File: src/rtl/id_ex_stage_pkg.sv
// Shared encodings for the ID/EX stage: ALU operation codes plus MIPS opcode
// and funct field values recognised by the decoder.
package id_ex_stage_pkg;

  typedef logic [3:0] aluc_t;

  localparam aluc_t ALU_ADD = 4'b0000;
  localparam aluc_t ALU_SUB = 4'b0100;
  localparam aluc_t ALU_AND = 4'b0001;
  localparam aluc_t ALU_OR  = 4'b0101;
  localparam aluc_t ALU_XOR = 4'b0010;
  localparam aluc_t ALU_LUI = 4'b0110;
  localparam aluc_t ALU_SLL = 4'b0011;
  localparam aluc_t ALU_SRL = 4'b0111;
  localparam aluc_t ALU_SRA = 4'b1111;

  localparam logic [5:0] OP_RTYPE = 6'b000000;
  localparam logic [5:0] OP_ADDI  = 6'b001000;
  localparam logic [5:0] OP_ADDIU = 6'b001001;
  localparam logic [5:0] OP_ANDI  = 6'b001100;
  localparam logic [5:0] OP_ORI   = 6'b001101;
  localparam logic [5:0] OP_XORI  = 6'b001110;
  localparam logic [5:0] OP_LUI   = 6'b001111;
  localparam logic [5:0] OP_LW    = 6'b100011;
  localparam logic [5:0] OP_SW    = 6'b101011;

  localparam logic [5:0] FN_ADD  = 6'b100000;
  localparam logic [5:0] FN_ADDU = 6'b100001;
  localparam logic [5:0] FN_SUB  = 6'b100010;
  localparam logic [5:0] FN_SUBU = 6'b100011;
  localparam logic [5:0] FN_AND  = 6'b100100;
  localparam logic [5:0] FN_OR   = 6'b100101;
  localparam logic [5:0] FN_XOR  = 6'b100110;
  localparam logic [5:0] FN_SLL  = 6'b000000;
  localparam logic [5:0] FN_SRL  = 6'b000010;
  localparam logic [5:0] FN_SRA  = 6'b000011;

endpackage

File: src/rtl/id_ex_stage_decode.sv
// Combinational MIPS decoder: instruction plus forwarded operands in,
// ALU code, operands, destination and write/illegal flags out.
module id_ex_stage_decode
  import id_ex_stage_pkg::*;
#(
  parameter int DATA_W = 32
) (
  input  logic [31:0]       inst,
  input  logic [DATA_W-1:0] rs_val,
  input  logic [DATA_W-1:0] rt_val,
  output aluc_t             aluc,
  output logic [DATA_W-1:0] a,
  output logic [DATA_W-1:0] b,
  output logic [4:0]        wn,
  output logic              wreg,
  output logic              illegal
);

  logic [5:0]  op, funct;
  logic [4:0]  rt, rd, shamt;
  logic [15:0] imm;
  logic [DATA_W-1:0] imm_sext, imm_zext, shamt_zext;
  logic unused_rs;

  assign op    = inst[31:26];
  assign rt    = inst[20:16];
  assign rd    = inst[15:11];
  assign shamt = inst[10:6];
  assign funct = inst[5:0];
  assign imm   = inst[15:0];

  // rs arrives already read and forwarded as rs_val; its field is not needed.
  assign unused_rs = ^inst[25:21];

  assign imm_sext   = {{(DATA_W-16){imm[15]}}, imm};
  assign imm_zext   = {{(DATA_W-16){1'b0}}, imm};
  assign shamt_zext = {{(DATA_W-5){1'b0}}, shamt};

  // NOTE: every output gets a default before the case so no path can infer a latch.
  always_comb begin
    aluc    = ALU_ADD;
    a       = rs_val;
    b       = rt_val;
    wn      = rt;
    wreg    = 1'b1;
    illegal = 1'b0;

    case (op)
      OP_RTYPE: begin
        wn = rd;
        case (funct)
          FN_ADD, FN_ADDU: aluc = ALU_ADD;
          FN_SUB, FN_SUBU: aluc = ALU_SUB;
          FN_AND:          aluc = ALU_AND;
          FN_OR:           aluc = ALU_OR;
          FN_XOR:          aluc = ALU_XOR;
          FN_SLL: begin aluc = ALU_SLL; a = shamt_zext; end
          FN_SRL: begin aluc = ALU_SRL; a = shamt_zext; end
          FN_SRA: begin aluc = ALU_SRA; a = shamt_zext; end
          default:         illegal = 1'b1;
        endcase
      end
      OP_ADDI, OP_ADDIU: b = imm_sext;
      OP_ANDI: begin aluc = ALU_AND; b = imm_zext; end
      OP_ORI:  begin aluc = ALU_OR;  b = imm_zext; end
      OP_XORI: begin aluc = ALU_XOR; b = imm_zext; end
      OP_LUI:  begin aluc = ALU_LUI; a = '0; b = imm_zext; end
      OP_LW:   b = imm_sext;
      OP_SW:   begin b = imm_sext; wreg = 1'b0; end
      default: illegal = 1'b1;
    endcase

    // An illegal word travels as an inert ADD of zeros with no writeback.
    if (illegal) begin
      aluc = ALU_ADD;
      a    = '0;
      b    = '0;
      wn   = '0;
      wreg = 1'b0;
    end

    if (wn == 5'd0) wreg = 1'b0;
  end

endmodule

File: src/rtl/id_ex_stage.sv
// Decode stage plus ID/EX pipeline register with the hazard-unit stall/flush
// handshake; flush beats stall, stall beats a fresh load.
module id_ex_stage
  import id_ex_stage_pkg::*;
#(
  parameter int DATA_W       = 32,
  parameter bit ILLEGAL_TRAP = 1'b1
) (
  input  logic              clock,
  input  logic              resetn,
  input  logic              id_valid,
  input  logic [31:0]       id_inst,
  input  logic [DATA_W-1:0] id_rs_val,
  input  logic [DATA_W-1:0] id_rt_val,
  input  logic              stall,
  input  logic              flush,
  output logic              id_ready,
  output logic              ex_valid,
  output aluc_t             ex_aluc,
  output logic [DATA_W-1:0] ex_a,
  output logic [DATA_W-1:0] ex_b,
  output logic [4:0]        ex_wn,
  output logic              ex_wreg,
  output logic              ex_illegal
);

  aluc_t             dec_aluc;
  logic [DATA_W-1:0] dec_a, dec_b;
  logic [4:0]        dec_wn;
  logic              dec_wreg, dec_illegal;
  logic              bubble;

  id_ex_stage_decode #(.DATA_W(DATA_W)) u_decode (
    .inst    (id_inst),
    .rs_val  (id_rs_val),
    .rt_val  (id_rt_val),
    .aluc    (dec_aluc),
    .a       (dec_a),
    .b       (dec_b),
    .wn      (dec_wn),
    .wreg    (dec_wreg),
    .illegal (dec_illegal)
  );

  assign id_ready = ~stall | flush;

  // Without trapping, an unknown word simply never enters EX.
  assign bubble = flush | ~id_valid | (dec_illegal & ~ILLEGAL_TRAP);

  // NOTE: state registers use non-blocking assignments so all fields update together at the edge.
  always_ff @(posedge clock or negedge resetn) begin
    if (!resetn) begin
      ex_valid   <= 1'b0;
      ex_aluc    <= ALU_ADD;
      ex_a       <= '0;
      ex_b       <= '0;
      ex_wn      <= '0;
      ex_wreg    <= 1'b0;
      ex_illegal <= 1'b0;
    end else if (bubble && (flush || !stall)) begin
      ex_valid   <= 1'b0;
      ex_aluc    <= ALU_ADD;
      ex_a       <= '0;
      ex_b       <= '0;
      ex_wn      <= '0;
      ex_wreg    <= 1'b0;
      ex_illegal <= 1'b0;
    end else if (!stall) begin
      ex_valid   <= 1'b1;
      ex_aluc    <= dec_aluc;
      ex_a       <= dec_a;
      ex_b       <= dec_b;
      ex_wn      <= dec_wn;
      ex_wreg    <= dec_wreg;
      ex_illegal <= dec_illegal;
    end
  end

endmodule

File: config.mk
export PLATFORM = sky130hd
export DESIGN_NAME = id_ex_stage
export DESIGN_NICKNAME = d
export VERILOG_FILES = /design/src/rtl/id_ex_stage_pkg.sv /design/src/rtl/id_ex_stage_decode.sv /design/src/rtl/id_ex_stage.sv
export SDC_FILE = /design/constraint.sdc
export NUM_CORES = 1
export LEC_CHECK = 0
export ABC_AREA = 1
export CAP_MARGIN = 30
export CORE_MARGIN = 2
export CORE_UTILIZATION = 44
export DETAILED_ROUTE_END_ITERATION = 10
export PLACE_DENSITY_LB_ADDON = 0.08
export SLEW_MARGIN = 5
export SYNTH_ARGS = -nofsm -noshare
export SYNTH_HDL_FRONTEND = slang
export SYNTH_SLANG_ARGS = --single-unit
export TNS_END_PERCENT = 1
File: constraint.sdc
create_clock -name clock -period 1.3 [get_ports clock]
set_clock_uncertainty 0.1 [all_clocks]
set_input_delay 0.195 -clock clock [delete_from_list [all_inputs] [get_ports clock]]
set_output_delay 0.195 -clock clock [all_outputs]
set_load 0.02 [all_outputs]
==> metrics.md <==
| Metric | Value |
|---|---|
| Combinational family with the most area after synthesis | `simple AND/OR/NAND/NOR gates` |
| Fraction of registers with async set/reset | `100.0%` |
| Critical path class | `in2reg` |
| Cts bufs inserted | `9` |
| Worst endpoint data arrival time | `approximately 1.5 ns` |
| Cell count after synthesis | `between 400 and 500` |
| Port buffer count | `between 150 and 200` |
| Max_cap viols | `0` |
| Post-synthesis instance area | `roughly 3600 um^2` |
| Post-route worst setup slack | `-0.07412 ns` |
| Adder-cell share of the synthesized area | `0%` |
| Count of final max-slew check failures | `0` |
| Leakage power | `about 3.3 nW` |
| Number of nets with antenna violations after detailed routing | `0` |
| Remaining global-route overflow | `0` |
| Worst Tran Pin Value | `0.3976 ns` |
| GPL Wtd Cong | `about 0.9` |
| Worst rel slew slack | `between 70% and 80%` |
| Met1 Usage GRT | `about a third` |
| Multi-input logic area | `roughly 1800 um^2` |
| Proportion of synthesized chip area in sequential cells | `~53%` |
| Share of the synthesized area in the top cell type | `between 50% and 60%` |
| Multiplexer share of the synthesized area | `0%` |
| Total number of yosys warnings | `0` |
| Kind of end point of the critical path | `flip-flop` |
| Number of detailed-routing iterations run before antenna repair | `5` |
| Final hold violation count | `0` |
| Highest fanout seen on the critical path | `14` |
| Achievable clock frequency | `727.7 MHz` |
| Most common cell in the synthesized netlist | `nand2_1` |
| CTS clock-pin slew for the worst setup and hold paths | `roughly 0.08 ns` |
| Number of standard-cell rows in the floorplan | `33` |
| Global-route total usage across every layer | `between 20% and 30%` |
| Endpoint of the worst register-to-register path | `ex_wreg` |
| Most used routing layer in global routing | `met2` |
| Final number of setup-violating endpoints | `17` |
| Result of the run | `finished with violations` |
| Max VDD drop | `approximately 0.66 mV` |
| Detailed Route WL | `about 15000 um` |
| Routed vias/inst | `5.422` |
| P per Cell Area | `approximately 840 nW/um^2` |
| Worst reg2reg path startpoint | `ex_wreg` |
| Top area cells in the synthesized netlist | `dfrtp_1 (53%), nand2_1 (14%), o21ai_0 (8.9%)` |
| Largest area contributor in the synthesized netlist | `dfrtp_1` |
| Die span in y | `~95 um` |
| Finished layout cell area | `between 6000 and 7000 um^2` |
| Share of layout cells above drive strength 1 | `roughly two fifths` |
| Fraction of synthesized cell area in xor and xnor cells | `0%` |
| Number of nets produced by synthesis | `roughly 550` |
| Avg WL per Cell | `between 15 and 20 um` |
| Filler-free cell count of the finished design | `roughly 800` |
| HPWL after detailed placement | `around 8200 um` |
| Unrepaired setup endpoints after global routing | `yes` |
| TritonCTS clock tree | `done` |
| Final hold slack | `0.1271 ns` |
| # clock sinks | `76` |
| Count of state elements after synthesis | `76` |
| Violation count after the first detailed-routing iteration | `~280` |
| Most instantiated flip-flop cell in the synthesis netlist | `dfrtp_1` |
| Clock tree root driver cell | `clkbuf_8` |
| Post-synth EDFFs | `0` |
| Simple-gate share of the synthesized area | `roughly a quarter` |
| Distinct cells, synth | `26` |
| Area of the die | `8932 um^2` |
| Fill cell total of the finished layout | `approximately 530` |
| Failing checks | `negative setup slack` |
| First-pass GRT wire length | `about 20000 um` |
| Largest net degree at the start of global routing | `a little under 80` |
| Vias after detailed routing | `about 4300` |
| Final core utilization | `between 80% and 90%` |
| Die Span X | `between 90 and 100 um` |
| Worst Reg-to-Reg Cells | `3` |
| GRT met3 Usage | `6.385%` |
| Element type at the critical path start | `input pin` |
| Antenna violations before repair | `0` |
| Clock tree buffer depth | `2` |
| Layout overhead on the synthesized area | `80.15%` |
| Nets | `790` |
| Flop-to-flop setup slack | `between 0.4 and 0.5 ns` |
| Met2 Use GR | `roughly 52%` |
| Total I/O pin count | `178` |
| Number of H-tree branching levels | `3` |
| Core Box Area | `8093 um^2` |
| Time the worst path needs with I/O delays and setup | `around 1.4 ns` |
| Antenna fix cells | `0` |
| Number of global-route vias before repair | `between 4000 and 5000` |
| DRC Markers | `0` |
| Period utilisation layout | `105.7%` |
| Count of cells along the worst hold path | `3` |
| Mean cell area of the mapped netlist | `slightly above 8 um^2` |
| Endpoint, Worst Hold | `ex_aluc[3]` |
| Clk_lat worst skew | `around 0.34 ns` |
| Starting utilization of the core area | `about 45%` |
| Post-synthesis compound-gate area fraction | `between 15 and 20%` |
| Number of placed cells counting well taps | `around 750` |
| Most common library cells after synthesis | `nand2_1 (139), dfrtp_1 (76), o21ai_0 (64), o21ai_1 (41), inv_1 (31)` |
| Register area | `1902 um^2` |
| Source of the worst hold timing path | `id_inst[1]` |
| Placement Cell Area | `5818 um^2` |
| Crit path required time | `between 1 and 1.5 ns` |
| Worst min-delay path class | `in2reg` |
placed cells by master, fill, tap and decap left out, drive strengths merged, types with 2 or more instances in the layout:
cell type	Yosys	routed
buf	16	157
nand2	141	142
o21ai	106	106
clkdlybuf4s50	0	79
dfrtp	76	76
inv	33	33
nor2	28	28
nand3	19	19
clkbuf	7	17
a21oi	9	9
clkdlybuf4s15	0	6
nand4	5	5
dlygate4sd2	0	3
clkinv	0	3
or2	2	2
nor3	2	2
flip-flops by register name, summed over array words and instances, names as in the netlist:
register / cells
ex_a: 32
ex_b: 32
ex_wn: 5
ex_aluc: 4
ex_illegal: 1
ex_valid: 1
ex_wreg: 1
layer usage:
metal | wire [um] | up-vias
met2 | 7501 | 250
met5 | 0 | -
met4 | 663 | 0
li1 | - | 1945
met1 | 5357 | 2068
met3 | 1100 | 64
how the worst max path moves through the flow:
stage	start	depth (start not counted)	slack [ns]	endpoint
finish	id_inst[28]	9	-0.07	ex_a[6]
global route	id_inst[28]	9	-0.08	ex_a[6]
CTS	ex_a[9]	1	0.0005	ex_a[9]
detailed placement	id_inst[31]	9	-0.76	ex_b[30]
global placement	id_inst[27]	11	-0.68	ex_wreg
floorplan	id_inst[5]	8	-0.02	ex_b[19]
critical path, cell delays in order:
cell,delay [ns]
buf_4,0.15
nor2_4,0.12
buf_4,0.13
nand3_4,0.11
buf_6,0.16
o21ai_4,0.21
buf_12,0.18
nand2_1,0.11
o21ai_2,0.17
repair_timing:
action / 4_1_cts / 5_1_grt
resized for setup: 378 / 133
pin swaps: 29 / 28
endpoints found under the hold margin: 76 / 0
buffers inserted: 20 / 4
hold buffers: 1 / 0
endpoints found under the setup margin: 153 / 120
cloned: 7 / 3
kinds of logic after synthesis:
kind of cell / count (synthesis)
AO/OA/AOI/OAI: 118
buffers and inverters: 56
flip-flops: 76
AND/OR/NAND/NOR: 197
area by class of cell:
type                       instances  share of cell area (%)
clock buffer                      11                   2.331
clock inverter                     4                  0.7514
inverter                          33                   1.908
multi-input combinational        316                   28.25
sequential                        76                   29.29
tap                              105                   2.023
timing repair buffer             253                   35.45
power by group:
| group | total, W | internal, W | switching [W] |
|---|---|---|---|
| combinational | 0.00118 | 0.000591 | 0.000585 |
| clock | 0.00186 | 0.000979 | 0.000885 |
| sequential | 0.00245 | 0.00242 | 0.0000306 |
| total | 0.00549 | 0.00399 | 0.00150 |
stage by stage:
| step | worst slack (ns) | TNS, ns | total power (W) |
|---|---|---|---|
| 6_report | -0.07412 | -0.3002 | 0.005486 |
| 3_3_place_gp | -0.6825 | -45.82 | 0.003447 |
| 2_1_floorplan | -0.02017 | -0.5084 | 0.002824 |
| 5_1_grt | -0.08375 | -1.232 | 0.005697 |
| 4_1_cts | 0.0004665 | 0 | 0.005395 |
| 3_5_place_dp | -0.7631 | -49.97 | 0.003462 |
No activity file was read; power rests on OpenSTA's default activity.
==> patch 1, RTL diff (same flow settings) <==
`DATA_W` is set to 32 in 2 places; all go to 64.
--- a/src/rtl/id_ex_stage_decode.sv
+++ b/src/rtl/id_ex_stage_decode.sv
@@ -5,3 +5,3 @@
 #(
-  parameter int DATA_W = 32
+  parameter int DATA_W = 64
 ) (
--- a/src/rtl/id_ex_stage.sv
+++ b/src/rtl/id_ex_stage.sv
@@ -5,3 +5,3 @@
 #(
-  parameter int DATA_W       = 32,
+  parameter int DATA_W       = 64,
   parameter bit ILLEGAL_TRAP = 1'b1
Interface: changed (resized ex_a, ex_b, id_rs_val and id_rt_val); port bits go from 178 to 306. No check against the original RTL was run, so the function may have changed too.
==> patch 1 against the original RTL <==
The run still ends with setup timing left; wire length rose by 68%; first-iteration DRC count rose by 92%; global-route usage rose by 1.0 points; worst hold slack got worse by 0.058 ns; clock power rose to 2.9 times the old value; combinational power rose by 40%; sequential cell count rose by 64; area after synthesis rose by 82%; design area rose by 68%; total power rose by 110%; setup slack got worse by 0.059 ns; critical path type unchanged; largest cell class unchanged.
==> patch 1: results (changes against the original RTL) <==
worst_setup_path:
  cp_slowest_cell: "clkdlybuf4s15_2"  # was o21ai_4
  arrival_ns: 1.64  # was 1.54 ns
  crit_fanout: 8  # was 14
synthesis:
  synth_nets: 929  # was 548
  synth_area_leaders: "dfrtp_1 54%, nand2_1 15%, nand4_1 5.8%"  # was dfrtp_1 53%, nand2_1 14%, o21ai_0 8.9%
  ys_seq_area_share_pct: 53.5  # was 52.8%
global_route:
  grt_max_degree: 61  # was 77
  met1_usage_pct: 41.2  # was 35.1%
  use_met3_pct: 7.94  # was 6.38%
  grt_pass1_wl_um: 38600  # was 20,300 um
sta:
  final.setup.tns_ns: -8.76  # was -0.300 ns
  setup_ws_ns: -0.133  # was -0.0741 ns
  setup_viol: 128  # was 17
  relSlewSlack_pct: 65.6  # was 73.5%
place:
  dpl.hpwl_um: 15000  # was 8190 um
  globalplace.congestion: 0.850  # was 0.888
  io_buffers: 300  # was 172
floorplanning:
  dieWidth_um: 126  # was 94.5 um
layout:
  buf_share_pct: 32.9  # was 35.5%
  n_fill_cell: 1078  # was 533
  top_regs: "ex_a x64, ex_b x64, ex_wn x5"  # was ex_a x32, ex_b x32, ex_wn x5
  clock_buffers: 20  # was 11
  multi_input_cells: 523  # was 316
  drive_above_1_share_pct: 31.2  # was 40.7%
  multi_input_area_share_pct: 25.5  # was 28.2%
  clockNetworkAreaShare_pct: 5.93  # was 3.08%
  nonClockBufferCount: 406  # was 253
  antenna_cells: 2  # was 0
route:
  vias: 7157  # was 4,327
  wl_met3_um: 1910  # was 1100 um
  wl_met2_um: 11600  # was 7500 um
  avgViaCountPerCell: 5.39  # was 5.42
  drtIter0Drc: 539  # was 281
  met1_length_um: 9990  # was 5360 um
clock_tree:
  cts_root_buf: "clkbuf_16"  # was clkbuf_8
  worstSkewPairLatency_ns: 0.42  # was 0.34 ns
  cts_htree_levels: 4  # was 3
  cts_buffers: 17  # was 9
  clk_pin_slew_ns: 0.06  # was 0.08 ns
  post_cts_buffers: 29  # was 20
  cts_resized: 687  # was 378
hold_path:
  hold_class: "input pin to async pin"  # was input pin to flip-flop
status:
  outcome: "complete, but fails checks"  # unchanged
  failed_checks: "setup timing"  # unchanged
power_and_ir_drop:
  ir_worst_vdd_v: 0.000870  # was 0.000656 V
[patch 1: cell count changes in the layout (fill, tap and decap cells not counted), sizes merged, moves of 4 or more]
cell,change
a21oi,-6
buf,+99
bufinv,+4
clkdlybuf4s50,+67
dfrtp,+64
inv,+8
nand2,+128
nand3,+17
nand4,+56
nor2,-8
o211ai,+47
o21ai,-26
[patch 1: logic make-up after synthesis]
family	share of synthesized area, %
AND/OR/NAND/NOR	26.6
flip-flops	53.5
AO/OA/AOI/OAI	12.2
buffers and inverters	7.69
[patch 1: path summary, 6_finish.rpt]
path | slack (ns) | endpoint | start
min in group clock | 0.09 | ex_b[3] | id_inst[3]
max | -0.13 | ex_a[29] | id_inst[0]
max reg2reg | 0.45 | ex_wreg | ex_wreg
max in group asynchronous | 0.54 | ex_a[28] | resetn
min reg2reg | 0.37 | ex_a[35] | ex_a[35]
min | 0.07 | ex_b[40] | resetn
==> patch 2, RTL diff (same settings) <==
Made on the original files. Make the reset (`resetn`) synchronous in one clocked block.
--- a/src/rtl/id_ex_stage.sv
+++ b/src/rtl/id_ex_stage.sv
@@ -50,3 +50,3 @@
   // NOTE: state registers use non-blocking assignments so all fields update together at the edge.
-  always_ff @(posedge clock or negedge resetn) begin
+  always_ff @(posedge clock) begin
     if (!resetn) begin
Check against the original RTL: differs if resetn is asserted again (counterexample within 4 cycles, from zero or initial values and one cycle with resetn low); with resetn held inactive, the same outputs for 10 cycles.
==> patch 2 against the original RTL <==
The run still ends with setup timing left; design area down 8.1%; wire length shrank 16%; critical path type unchanged; setup slack worse by 0.13 ns; register-to-register slack better by 0.03 ns; sequential cell count is the same; area after synthesis down 6.7%; first-iteration DRC count fell by 40%; total power decreased by 2.2%.
==> patch 2: results (changes against the original RTL) <==
status:
  outcome: "complete, but fails checks"  # unchanged
  failed_checks: "setup timing"  # unchanged
worst_setup_path:
  r2r_setup_slack_ns: 0.47  # was 0.44 ns
  regToRegEndpoint: "ex_a[2]"  # was ex_wreg
  reg2regPathDepth: 4  # was 3
  crit_fanout: 8  # was 14
  setup.worst_path.start: "id_inst[31]"  # was id_inst[28]
power_and_ir_drop:
  ir_worst_vdd_v: 0.000594  # was 0.000656 V
synthesis:
  netlist_top_cells_count: "175 x nand2_1, 77 x a21oi_1, 76 x dfxtp_1"  # was 139 x nand2_1, 76 x dfrtp_1, 64 x o21ai_0
  synth_area_leaders: "dfxtp_1 45%, nand2_1 20%, a21oi_1 11%"  # was dfrtp_1 53%, nand2_1 14%, o21ai_0 8.9%
  synth_flop_cell: "dfxtp_1"  # was dfrtp_1
  synth_nets: 570  # was 548
  avgSynthCellArea_um2: 7.17  # was 8.06 um2
global_route:
  grt_pass1_vias: 4020  # was 4,204
  track_usage_pct: 28.9  # was 29.8%
route:
  vias: 4139  # was 4,327
  drt-wirelength-per-cell_um: 15.3  # was 18.3 um
  finalWirelength_um: 12300  # was 14,600 um
  drtIter0Drc: 169  # was 281
sta:
  setup_ws_ns: -0.200  # was -0.0741 ns
  setup_viol: 75  # was 17
  final.setup.tns_ns: -7.63  # was -0.300 ns
place:
  placed_area_um2: 5500  # was 5820 um2
  numPlacedInstances: 763  # was 749
hold_path:
  min_from: "id_inst[3]"  # was id_inst[1]
  min_path_cells: 5  # was 3
patch 2: worst max-delay path by stage:
stage / end / slack, ns / cells past startpoint
floorplan: ex_b[24] / -0.13 / 10
detailed placement: ex_a[7] / -0.79 / 12
global placement: ex_wreg / -0.72 / 10
CTS: ex_a[21] / -0.12 / 13
finish: ex_a[23] / -0.20 / 14
global route: ex_wreg / -0.26 / 10
patch 2: what timing repair did:
item	4_1_cts	5_1_grt
gates resized for setup	280	86
gates cloned	3	1
pin swaps	30	22
setup endpoints to repair	152	123
setup buffers	19	5
patch 2: report_power, final:
group	internal, W	switching (W)	total, W
Clock	0.00115	0.000931	0.00208
Combinational	0.000492	0.000431	0.000923
Sequential	0.00235	0.0000116	0.00236
Total	0.00399	0.00137	0.00536
patch 2: layout make-up:
cell class | instances | area share (%)
clock buffers | 10 | 2.31
inverters | 28 | 1.93
flip-flops and latches | 76 | 25.5
repair buffers | 247 | 36.9
well taps | 99 | 2.07
clock inverters | 6 | 1.59
multi-input cells | 339 | 29.8
patch 2: layer usage:
| metal | part of all wire (%) | vias up | track usage [%] |
|---|---|---|---|
| li1 | - | 1998 | - |
| met1 | 40 | 1912 | 35.1 |
| met2 | 51 | 199 | 49.6 |
| met3 | 6.3 | 30 | 5.56 |
| met4 | 2.7 | 0 | 12.1 |
| met5 | 0 | - | 0 |
patch 2: worst max-delay path, cell delays in order:
cell	delay [ns]
buf_8	0.10
nor2_4	0.19
buf_6	0.14
nand3_4	0.07
nand2_4	0.12
nor2_8	0.05
nand2_8	0.08
nand2_8	0.05
nor2_4	0.11
buf_6	0.14
buf_12	0.10
buf_12	0.11
nand2_1	0.05
a21oi_1	0.13
patch 2: cells by family after synthesis:
family	Yosys count	synth area share, %
AO/OA/AOI/OAI	123	19.0
flip-flops	76	45.2
buffers and inverters	54	7.25
AND/OR/NAND/NOR	216	28.5
patch 2: per-stage QoR:
step                      setup WS (ns)  hold slack, ns
after floorplan                  -0.125           0.238
after global placement           -0.716           0.343
after detailed placement         -0.789           0.356
after CTS                        -0.124           0.174
after global routing             -0.264           0.205
final                            -0.200           0.198
